===== src/rtl/pipe_addsub_stream.sv =====
// Pipelined N-bit adder/subtractor with a valid/ready stream interface.
// Each stage resolves one SEG-bit slice; the carry ripples stage to stage through registers.
module pipe_addsub_stream #(
  parameter int N      = 32,
  parameter int STAGES = 4
) (
  input  logic         clk,
  input  logic         rst,
  input  logic         in_valid,
  output logic         in_ready,
  input  logic [N-1:0] a,
  input  logic [N-1:0] b,
  input  logic         sub,
  input  logic         cin,
  output logic         out_valid,
  input  logic         out_ready,
  output logic [N-1:0] sum,
  output logic         cout,
  output logic         ovf
);

  localparam int SEG = N / STAGES;

  logic [STAGES-1:0] vld_q;
  logic [STAGES-1:0] cy_q;
  logic [N-1:0]      res_q [STAGES];
  logic [N-1:0]      opa_q [STAGES];
  logic [N-1:0]      opb_q [STAGES];
  logic              ovf_q;
  logic [STAGES-1:0] rdy_s;

  // A stage may load when any stage from it to the output has a bubble, or the sink drains.
  for (genvar k = 0; k < STAGES; k++) begin : g_ready
    assign rdy_s[k] = out_ready | ~(&vld_q[STAGES-1:k]);
  end

  for (genvar k = 0; k < STAGES; k++) begin : g_stage
    logic         src_vld_s;
    logic         src_cy_s;
    logic [N-1:0] src_a_s;
    logic [N-1:0] src_b_s;
    logic [N-1:0] src_res_s;
    logic [SEG:0] add_s;
    logic [N-1:0] res_d;
    logic         vld_d;

    // Stage 0 takes the effective operand B and carry-in; later stages take the previous register.
    if (k == 0) begin : g_src_in
      assign src_vld_s = in_valid;
      assign src_a_s   = a;
      assign src_b_s   = sub ? ~b : b;
      assign src_cy_s  = sub ? ~cin : cin;
      assign src_res_s = '0;
    end else begin : g_src_prev
      assign src_vld_s = vld_q[k-1];
      assign src_a_s   = opa_q[k-1];
      assign src_b_s   = opb_q[k-1];
      assign src_cy_s  = cy_q[k-1];
      assign src_res_s = res_q[k-1];
    end

    // Slice adder for this stage, merged into the already-resolved lower bits.
    always_comb begin
      add_s = {1'b0, src_a_s[k*SEG +: SEG]} + {1'b0, src_b_s[k*SEG +: SEG]}
            + {{SEG{1'b0}}, src_cy_s};
      res_d = src_res_s;
      res_d[k*SEG +: SEG] = add_s[SEG-1:0];
    end

    assign vld_d = rdy_s[k] ? src_vld_s : vld_q[k];

    // Stage register: payload loads only on a real transfer, so bubbles leave stale data behind.
    always_ff @(posedge clk) begin
      if (rst) begin
        vld_q[k] <= 1'b0;
        cy_q[k]  <= 1'b0;
        res_q[k] <= '0;
        opa_q[k] <= '0;
        opb_q[k] <= '0;
      end else begin
        vld_q[k] <= vld_d;
        if (rdy_s[k] && src_vld_s) begin
          cy_q[k]  <= add_s[SEG];
          res_q[k] <= res_d;
          opa_q[k] <= src_a_s;
          opb_q[k] <= src_b_s;
        end else begin
          cy_q[k]  <= cy_q[k];
          res_q[k] <= res_q[k];
          opa_q[k] <= opa_q[k];
          opb_q[k] <= opb_q[k];
        end
      end
    end

    if (k == STAGES - 1) begin : g_ovf
      // Signed overflow is only knowable once the top slice resolves the result MSB.
      always_ff @(posedge clk) begin
        if (rst) begin
          ovf_q <= 1'b0;
        end else if (rdy_s[k] && src_vld_s) begin
          ovf_q <= (src_a_s[N-1] == src_b_s[N-1]) && (res_d[N-1] != src_a_s[N-1]);
        end else begin
          ovf_q <= ovf_q;
        end
      end
    end
  end

  assign in_ready  = rdy_s[0];
  assign out_valid = vld_q[STAGES-1];
  assign sum       = res_q[STAGES-1];
  assign cout      = cy_q[STAGES-1];
  assign ovf       = ovf_q;

endmodule


===== config.mk =====
export PLATFORM = sky130hd
export DESIGN_NAME = pipe_addsub_stream
export DESIGN_NICKNAME = d
export VERILOG_FILES = /design/src/rtl/pipe_addsub_stream.sv
export SDC_FILE = /design/constraint.sdc
export NUM_CORES = 1
export LEC_CHECK = 0
export CAP_MARGIN = 20
export CORE_ASPECT_RATIO = 1.1
export CORE_UTILIZATION = 24
export DETAILED_ROUTE_END_ITERATION = 7
export PLACE_DENSITY = 0.47
export SLEW_MARGIN = 20
export SYNTH_ARGS = -nofsm -noshare
export SYNTH_HDL_FRONTEND = slang
export SYNTH_SLANG_ARGS = --single-unit

===== constraint.sdc =====
create_clock -name clk -period 3.31 [get_ports clk]
set_clock_uncertainty 0.15 [all_clocks]
set_input_delay 0.331 -clock clk [delete_from_list [all_inputs] [get_ports clk]]
set_output_delay 0.331 -clock clk [all_outputs]
set_load 0.01 [all_outputs]

* After elaboration in Yosys (flattened, before gate mapping)
Memory sizes are Yosys's and may differ from the RTL's.
Cells that the tools add are included.
** Word-level totals
- Flip-flop bits (word level) :: 9
- Bits in writable memories :: 384
- Input bits :: 70
- Memories kept :: 3
** Memory list
- opa_q :: depth 4, width 32, rd ports 3, clocked after Yosys merged registers in 0, wr ports 4, RTL line 27 : logic [N-1:0] opa_q [STAGES];
- opb_q :: depth 4, width 32, rd ports 3, clocked after Yosys merged registers in 0, wr ports 4, RTL line 28 : logic [N-1:0] opb_q [STAGES];
- res_q :: depth 4, width 32, rd ports 4, clocked after Yosys merged registers in 0, wr ports 4, RTL line 26 : logic [N-1:0] res_q [STAGES];
** Operators by class
- Add/sub/neg operators :: 8
- Eq/ne operators :: 3
- Multiplexer cells :: 52
- Bitwise operators :: 34
- Reductions and logical operators :: 9
** Operators by type and width (number)
- $mux W32 :: 25
- $add A8 B8 Y9 :: 4
- $add A9 B1 Y9 :: 4
- $not A32 Y32 :: 1
- $or A1 B1 Y1 :: 28
- $mux W1 :: 27
- $logic_and A1 B1 Y1 :: 5
- $not A1 Y1 :: 5
- $reduce_and A2 Y1 :: 2
- $reduce_and A4 Y1 :: 1
- $reduce_and A3 Y1 :: 1
- $eq A1 B1 Y1 :: 1
- $ne A0 B0 Y1 :: 1
- $ne A1 B1 Y1 :: 1

* Longest topological paths before layout
Gate-level depths: netlist of the first run.
- Depth after elaboration :: 9
- Gate-level depth with buffers :: 11
- Depth with buffers taken out :: 9

* Worst setup path before layout of the first run
Ideal clock, no wire load.
- Path type :: input to register
- Start :: input port rst
- End :: memory opa_q[0][10], enable pin
- Arrival time :: 2266 ps
- Setup slack :: 471 ps
- Stages :: 3
- Path buffers :: 2
- Cells stage by stage :: clkbuf_1 -> clkbuf_1 -> nand2b_1
** RTL lines
- from (decl) :: RTL line 8 : input logic rst,
- to (decl) :: RTL line 27

==> results.py, run 1 <==
metrics = {
    "timing": {
        "rsz_0062_raised_after_global_routing": "false",
        "hold_violations": 0,
        "final_max_slew_viol_count": 0,
        "final-setup-viol-count": 0,
        "clock.fmax_mhz": 390,
        "worst-slew-pin-transition_ns": 0.655,
        "worst_slew_margin_rel_pct": 56.2,
        "setup_total_negative_slack_ns": 0,
        "final_period_minus_worst_setup_slack_ns": 2.56,
        "final.period_utilization_pct": 77.4,
    },
    "clocking": {
        "cts_hold_buf": 0,
        "insertion_delay_ns": 0.43,
        "cts_inserted_buffers": 17,
        "cts_tree": "built",
        "clock_tree.htree_level_count": 4,
        "cts.repair_timing.setup_buffer_count": 0,
        "path_clk_slew_ns": 0.07,
        "post_cts_resized": 0,
        "cts.path.max_buffers": 2,
        "cts_sinks": 185,
        "cts-root-buf": "sky130_fd_sc_hd__clkbuf_16",
    },
    "setup_path": {
        "cp-start-kind": "flop",
        "critPathCaptureType": "flop",
        "timing.reg2reg.worst_path_depth": 7,
        "critPathSlowestCell": "sky130_fd_sc_hd__fa_1",
        "critPathMostFrequentCell": "sky130_fd_sc_hd__fa_1",
        "crit-reg2reg-capture": "res_q[1][14]",
        "worst_reg2reg_setup_slack_ns": 0.75,
        "worst_ep_required_time_ns": 3.34,
        "reg2reg_from": "opa_q[0][8]",
        "path_buf_inv": 0,
        "setup.worst_path.class": "reg -> reg",
        "worstSetupPathDepth": 7,
        "critPathTopFamily": "adder cells",
        "critical-path-max-stage-delay_ns": 0.45,
        "critical_path.cell_chain": "fa_1 -> fa_1 -> a211oi_1 -> o21bai_1 -> a21oi_1 -> xnor2_1 -> nor2_1",
        "worst_ep_arrival_time_ns": 2.59,
        "crit_fanout": 3,
    },
    "global_routing": {
        "global_route_wire_length_before_repair_um": 24400,
        "gr-total-overflow": 0,
        "first_global_vias": 4558,
        "globalRouteTotalUtil_pct": 8.91,
        "grt_start_max_net_pins": 44,
        "grt_antenna_before_repair": 0,
    },
    "route": {
        "highest_layer": "met4",
        "wl_um": 15000,
        "met2RoutedLength_um": 6640,
        "route.met3.wl_um": 649,
        "detailedRoute.firstIterationViolations": 234,
        "detailroute.via_count": 4400,
        "remaining_drc_errors": 8,
        "detail_route.wirelength.met1_um": 7450,
        "drtAntennaViolNets": 0,
        "detailedRoute.firstPassIterationCount": 8,
        "vias_per_cell": 3.76,
        "avgRoutedWirePerCell_um": 12.8,
    },
    "placed_design": {
        "place_hpwl_um": 11100,
        "place_congestion": 0.724,
        "port_buf_inserts": 105,
        "dpl.cell_count": 1139,
    },
    "synthesis": {
        "yosys_most_used_dff": "sky130_fd_sc_hd__edfxtp_1",
        "yosysWarnings": 0,
        "netlist_instances": 609,
        "netlist_area_sq_um": 8340,
        "syn-num-nets": 715,
        "ys_seq_elements": 185,
        "number_of_enable_type_register_cells_in_the_synthesized_netlist": 176,
        "yosys.cell_types.count": 46,
        "post_synth.cell_area_avg_sq_um": 13.7,
        "synthArstFlopShare_pct": 0,
        "sequential_to_total_area_share_from_yosys_stat_pct": 65.6,
    },
    "run": {
        "max_cap_violations": 0,
    },
    "cells_and_area": {
        "nets": 826,
        "multiInputGateArea_sq_um": 2720,
        "post_route_cells_drive_above_1_share_pct": 8.19,
        "layout.cells.most_common": "sky130_fd_sc_hd__edfxtp_1",
        "syn_to_final_growth_pct": 26.2,
        "n_antenna_cell": 0,
        "stdcell_count": 1171,
        "top_library_cells_by_usage_in_the_layout_fill_and_taps_aside": "sky130_fd_sc_hd__edfxtp_1, sky130_fd_sc_hd__clkdlybuf4s50_1, sky130_fd_sc_hd__and2_1",
        "area_of_all_sequential_standard_cells_sq_um": 5470,
        "fill_cells": 3405,
    },
    "pwr": {
        "ir_worst_vdd_mv": 0.291,
        "totalPowerFinal_mw": 5.35,
        "power_density_nw_per_um2": 508,
        "leakagePower_nw": 3.89,
    },
    "die": {
        "rows": 71,
        "floorplan_core_area_sq_um": 34200,
        "start_util_pct": 24.4,
        "overall_die_height_um": 197,
        "floorplan.die_area_sq_um": 35500,
        "chipWidth_um": 180,
        "ios": 106,
    },
    "hold_path": {
        "number_of_instances_on_the_worst_hold_path": 2,
        "hold_path_startpoint": "rst",
        "hp-class": "in -> reg",
        "whs_endpoint": "g_stage[3].src_vld_s",
    },
    "run_status": {
        "failed_checks": "DRC",
        "status": "finished, violations left",
    },
}
how the worst max path moves through the flow:
stage | startpoint | slack, ns | to
finish | opa_q[0][8] | 0.75 | res_q[1][14]
global route | opa_q[0][8] | 0.61 | res_q[1][14]
CTS | opa_q[0][8] | 0.72 | res_q[1][14]
detailed placement | b[0] | 0.29 | g_stage[1].src_cy_s
global placement | b[0] | 0.34 | g_stage[1].src_cy_s
floorplan | rst | 0.47 | opa_q[0][10]
stage by stage:
| step | hold slack, ns | area, sq um | setup slack (ns) | utilization, % |
|---|---|---|---|---|
| floorplan | 0.291 | 8340 | 0.471 | - |
| global placement | 0.299 | 9940 | 0.342 | 29.1 |
| detailed placement | 0.303 | 9940 | 0.289 | 29.1 |
| CTS | 0.151 | 10500 | 0.725 | 30.8 |
| global route | 0.188 | 10500 | 0.611 | 30.8 |
| finish | 0.167 | 10500 | 0.749 | 30.8 |
registers in the layout, indices dropped and copies added, names as in the netlist:
register           flops
out_valid              1
opa_q                 48
g_stage.src_cy_s       3
res_q                 80
cout                   1
g_stage.src_vld_s      3
opb_q                 48
ovf                    1
report_power, final:
part / total [mW] / internal [mW] / switching [mW]
Combinational: 0.573 / 0.287 / 0.286
Clock: 2.00 / 1.07 / 0.931
Sequential: 2.78 / 2.73 / 0.0458
Total: 5.35 / 4.09 / 1.26
kinds of logic after synthesis:
family / Yosys count / synth area share [%]
compound gates: 66 / 5.60
xor+xnor: 47 / 4.94
fa+ha+maj: 36 / 6.12
buf+inv: 38 / 1.88
flops: 185 / 65.6
simple gates: 237 / 15.9
synthesized netlist by cell type (all sizes together) (4+ instances only):
cell type,number,area [sq um]
fa,8,160
buf,7,40.0
a21o,4,30.0
a211oi,8,65.1
ha,28,350
nor3,14,80.1
inv,14,52.6
nor2b,40,258
nand2,10,45.0
nand2b,8,57.6
xor2,17,149
a21oi,13,65.1
xnor2,30,263
o21bai,4,30.0
nor2,62,233
clkbuf,17,63.8
dfxtp,9,180
edfxtp,176,5290
o21ai,11,55.1
o21a,8,60.1
and2,93,582
area by class of cell:
cell class / count / area share (%)
clock inverter: 15 / 1.50
clock buffer: 17 / 4.04
multi-input combinational: 386 / 25.9
tap: 438 / 5.21
timing repair buffer: 116 / 10.9
inverter: 14 / 0.499
sequential: 185 / 51.9
worst reg2reg max path, cell delays in order (launching register included):
cell and delay [ns]:
sky130_fd_sc_hd__edfxtp_1 0.39, sky130_fd_sc_hd__fa_1 0.45, sky130_fd_sc_hd__fa_1 0.44, sky130_fd_sc_hd__a211oi_1 0.35, sky130_fd_sc_hd__o21bai_1 0.12, sky130_fd_sc_hd__a21oi_1 0.22
sky130_fd_sc_hd__xnor2_1 0.14, sky130_fd_sc_hd__nor2_1 0.05
per-layer routing:
metal  vias to the layer above  global-route usage (%)
met4                         0                    3.74
met3                        12                    2.38
li1                       2364                       -
met1                      1947                    11.8
met5                         -                       0
met2                        77                    13.7
(Power assumes the default switching activity.)
==> inputs of run 2 (changes only) <==
--- a/config.mk
+++ b/config.mk
@@ -9,7 +9,7 @@
 export CORE_ASPECT_RATIO = 1.1
 export CORE_UTILIZATION = 24
 export DETAILED_ROUTE_END_ITERATION = 7
-export PLACE_DENSITY = 0.47
+export PLACE_DENSITY = 0.48
 export SLEW_MARGIN = 20
 export SYNTH_ARGS = -nofsm -noshare
 export SYNTH_HDL_FRONTEND = slang
==> constraint.sdc (replaced) <==
create_clock -name clk -period 2.3 [get_ports clk]
set_clock_uncertainty 0.15 [all_clocks]
set_input_delay 0.23 -clock clk [delete_from_list [all_inputs] [get_ports clk]]
set_output_delay 0.23 -clock clk [all_outputs]
set_load 0.01 [all_outputs]
==> results.py, run 2 (synthesis results as in run 1) <==
metrics = {
    "setup_path": {
        "critPathCaptureType": "flop",
        "cp-start-kind": "flop",
        "crit-reg2reg-capture": "res_q[1][14]",
        "critPathTopFamily": "adder cells",
        "reg2reg_from": "opa_q[0][8]",
        "worst_ep_required_time_ns": 2.33,
        "path_buf_inv": 0,
        "worst_reg2reg_setup_slack_ns": 0.02,
        "timing.reg2reg.worst_path_depth": 7,
        "setup.worst_path.class": "reg -> reg",
        "crit_fanout": 2,
        "critPathSlowestCell": "sky130_fd_sc_hd__edfxtp_1",
        "critical_path.cell_chain": "fa_2 -> fa_2 -> a211oi_2 -> o21bai_1 -> a21oi_2 -> xnor2_1 -> nor2_1",
        "critical-path-max-stage-delay_ns": 0.40,
        "critPathMostFrequentCell": "sky130_fd_sc_hd__fa_2",
        "worst_ep_arrival_time_ns": 2.31,
    },
    "clocking": {
        "cts.path.max_buffers": 2,
        "cts_inserted_buffers": 17,
        "clock_tree.htree_level_count": 4,
        "cts-root-buf": "sky130_fd_sc_hd__clkbuf_16",
        "cts_sinks": 185,
        "cts_tree": "built",
        "path_clk_slew_ns": 0.06,
        "insertion_delay_ns": 0.43,
    },
    "timing": {
        "rsz_0062_raised_after_global_routing": "true",
        "worst-slew-pin-transition_ns": 0.424,
        "final_max_slew_viol_count": 0,
        "final-setup-viol-count": 0,
        "final_period_minus_worst_setup_slack_ns": 2.28,
        "clock.fmax_mhz": 438,
        "hold_violations": 0,
        "worst_slew_margin_rel_pct": 71.8,
        "final.period_utilization_pct": 99.2,
        "fin_hold_ws_ns": 0.0706,
    },
    "route": {
        "wl_um": 15200,
        "vias_per_cell": 3.81,
        "detailroute.via_count": 4542,
        "detailedRoute.firstIterationViolations": 221,
        "detailedRoute.firstPassIterationCount": 8,
        "drtAntennaViolNets": 0,
        "remaining_drc_errors": 8,
        "avgRoutedWirePerCell_um": 12.8,
    },
    "global_routing": {
        "grt_start_max_net_pins": 44,
        "globalRouteTotalUtil_pct": 9.05,
        "gr-total-overflow": 0,
        "grt_antenna_before_repair": 1,
        "first_global_vias": 4580,
        "global_route_wire_length_before_repair_um": 24800,
    },
    "placed_design": {
        "place_hpwl_um": 11200,
        "cell_area_after_placement_sq_um": 10100,
        "port_buf_inserts": 105,
        "place_congestion": 0.713,
    },
    "hold_path": {
        "hold_path_startpoint": "rst",
        "number_of_instances_on_the_worst_hold_path": 2,
        "whs_endpoint": "out_valid",
        "hp-class": "in -> reg",
    },
    "cells_and_area": {
        "nets": 846,
        "post_route_cells_drive_above_1_share_pct": 12.5,
        "register_with_the_most_flip_flops": "res_q",
        "fin_area_sq_um": 10800,
        "n_antenna_cell": 0,
        "top_library_cells_by_usage_in_the_layout_fill_and_taps_aside": "sky130_fd_sc_hd__edfxtp_1, sky130_fd_sc_hd__clkdlybuf4s50_1, sky130_fd_sc_hd__and2_1",
        "syn_to_final_growth_pct": 30.0,
        "fill_cells": 3430,
        "layout.cells.most_common": "sky130_fd_sc_hd__edfxtp_1",
        "reg.largest.list": "res_q (80), opa_q (48), opb_q (48)",
        "largest_register_ffs": 80,
    },
    "pwr": {
        "totalPowerFinal_mw": 8.08,
        "total_switching_power_mw": 1.74,
        "power_switching_share_pct": 21.6,
        "leakagePower_nw": 4.05,
        "share_clk_of_total_power_pct": 39.5,
        "sequentialPowerShare_pct": 49.4,
        "power_density_nw_per_um2": 746,
        "ir_worst_vdd_mv": 0.427,
        "internal_power_mw": 6.34,
        "power.combinational.fraction_pct": 11.1,
    },
    "die": {
        "overall_die_height_um": 197,
        "floorplan.die_area_sq_um": 35500,
        "ios": 106,
        "chipWidth_um": 180,
        "start_util_pct": 24.4,
        "rows": 71,
        "floorplan_core_area_sq_um": 34200,
    },
    "run": {
        "max_cap_violations": 0,
    },
    "run_status": {
        "failed_checks": "DRC",
        "status": "finished, violations left",
    },
}
run 2: metal layers:
| layer | global-route usage [%] | share of wire, % | vias up |
|---|---|---|---|
| met5 | 0 | 0.085 | - |
| met4 | 3.54 | 1.5 | 2 |
| met3 | 2.58 | 4.5 | 16 |
| met2 | 14.4 | 46 | 75 |
| met1 | 11.7 | 48 | 2052 |
| li1 | - | - | 2397 |
run 2: area by class of cell:
cell class	instances	area, sq um	share of cell area [%]
multi-input cells	386	2800	25.9
clock buffers	19	433	3.99
repair buffers	136	1320	12.2
flip-flops and latches	185	5470	50.4
inverters	14	52.6	0.485
clock inverters	13	214	1.97
well taps	438	548	5.06
run 2: through the flow:
step	std cells	setup TNS (ns)	worst slack [ns]	utilization, %
final	1191	0	0.0186	31.7
after global routing	1191	-0.177	-0.111	31.7
after CTS	1191	0	0.0149	31.6
after detailed placement	1158	-1.84	-0.517	29.6
after global placement	1158	-1.68	-0.486	29.6
after floorplan	609	-0.354	-0.221	-
run 2: worst register-to-register path, stage by stage (launching register included):
cell	delay (ns)
sky130_fd_sc_hd__edfxtp_1	0.40
sky130_fd_sc_hd__fa_2	0.39
sky130_fd_sc_hd__fa_2	0.37
sky130_fd_sc_hd__a211oi_2	0.24
sky130_fd_sc_hd__o21bai_1	0.14
sky130_fd_sc_hd__a21oi_2	0.17
sky130_fd_sc_hd__xnor2_1	0.13
sky130_fd_sc_hd__nor2_1	0.05
run 2: how the worst max path moves through the flow:
stage / start / to / slack [ns] / cells past startpoint
floorplan: sub / g_stage[1].src_cy_s / -0.22 / 11
global placement: b[0] / g_stage[1].src_cy_s / -0.49 / 10
detailed placement: b[0] / g_stage[1].src_cy_s / -0.52 / 10
CTS: opb_q[0][48] / res_q[2][22] / 0.01 / 9
global route: opa_q[0][8] / res_q[1][14] / -0.11 / 7
finish: opa_q[0][8] / res_q[1][14] / 0.02 / 7
run 2: power by group through the flow:
stage,clock network [mW],logic (mW),registers (mW)
final,3.19,0.895,4.00
after global routing,3.43,1.01,4.02
after CTS,3.29,0.909,4.00
after detailed placement,0,0.899,4.07
after global placement,0,0.893,4.07
after floorplan,0,0.520,4.07
run 2: timing repair:
item,CTS,global route
gates resized for setup,11,6
cloned,0,0
hold buffers,0,0
pin swaps,12,7
buffers inserted,1,0
endpoints found under the setup margin,5,6
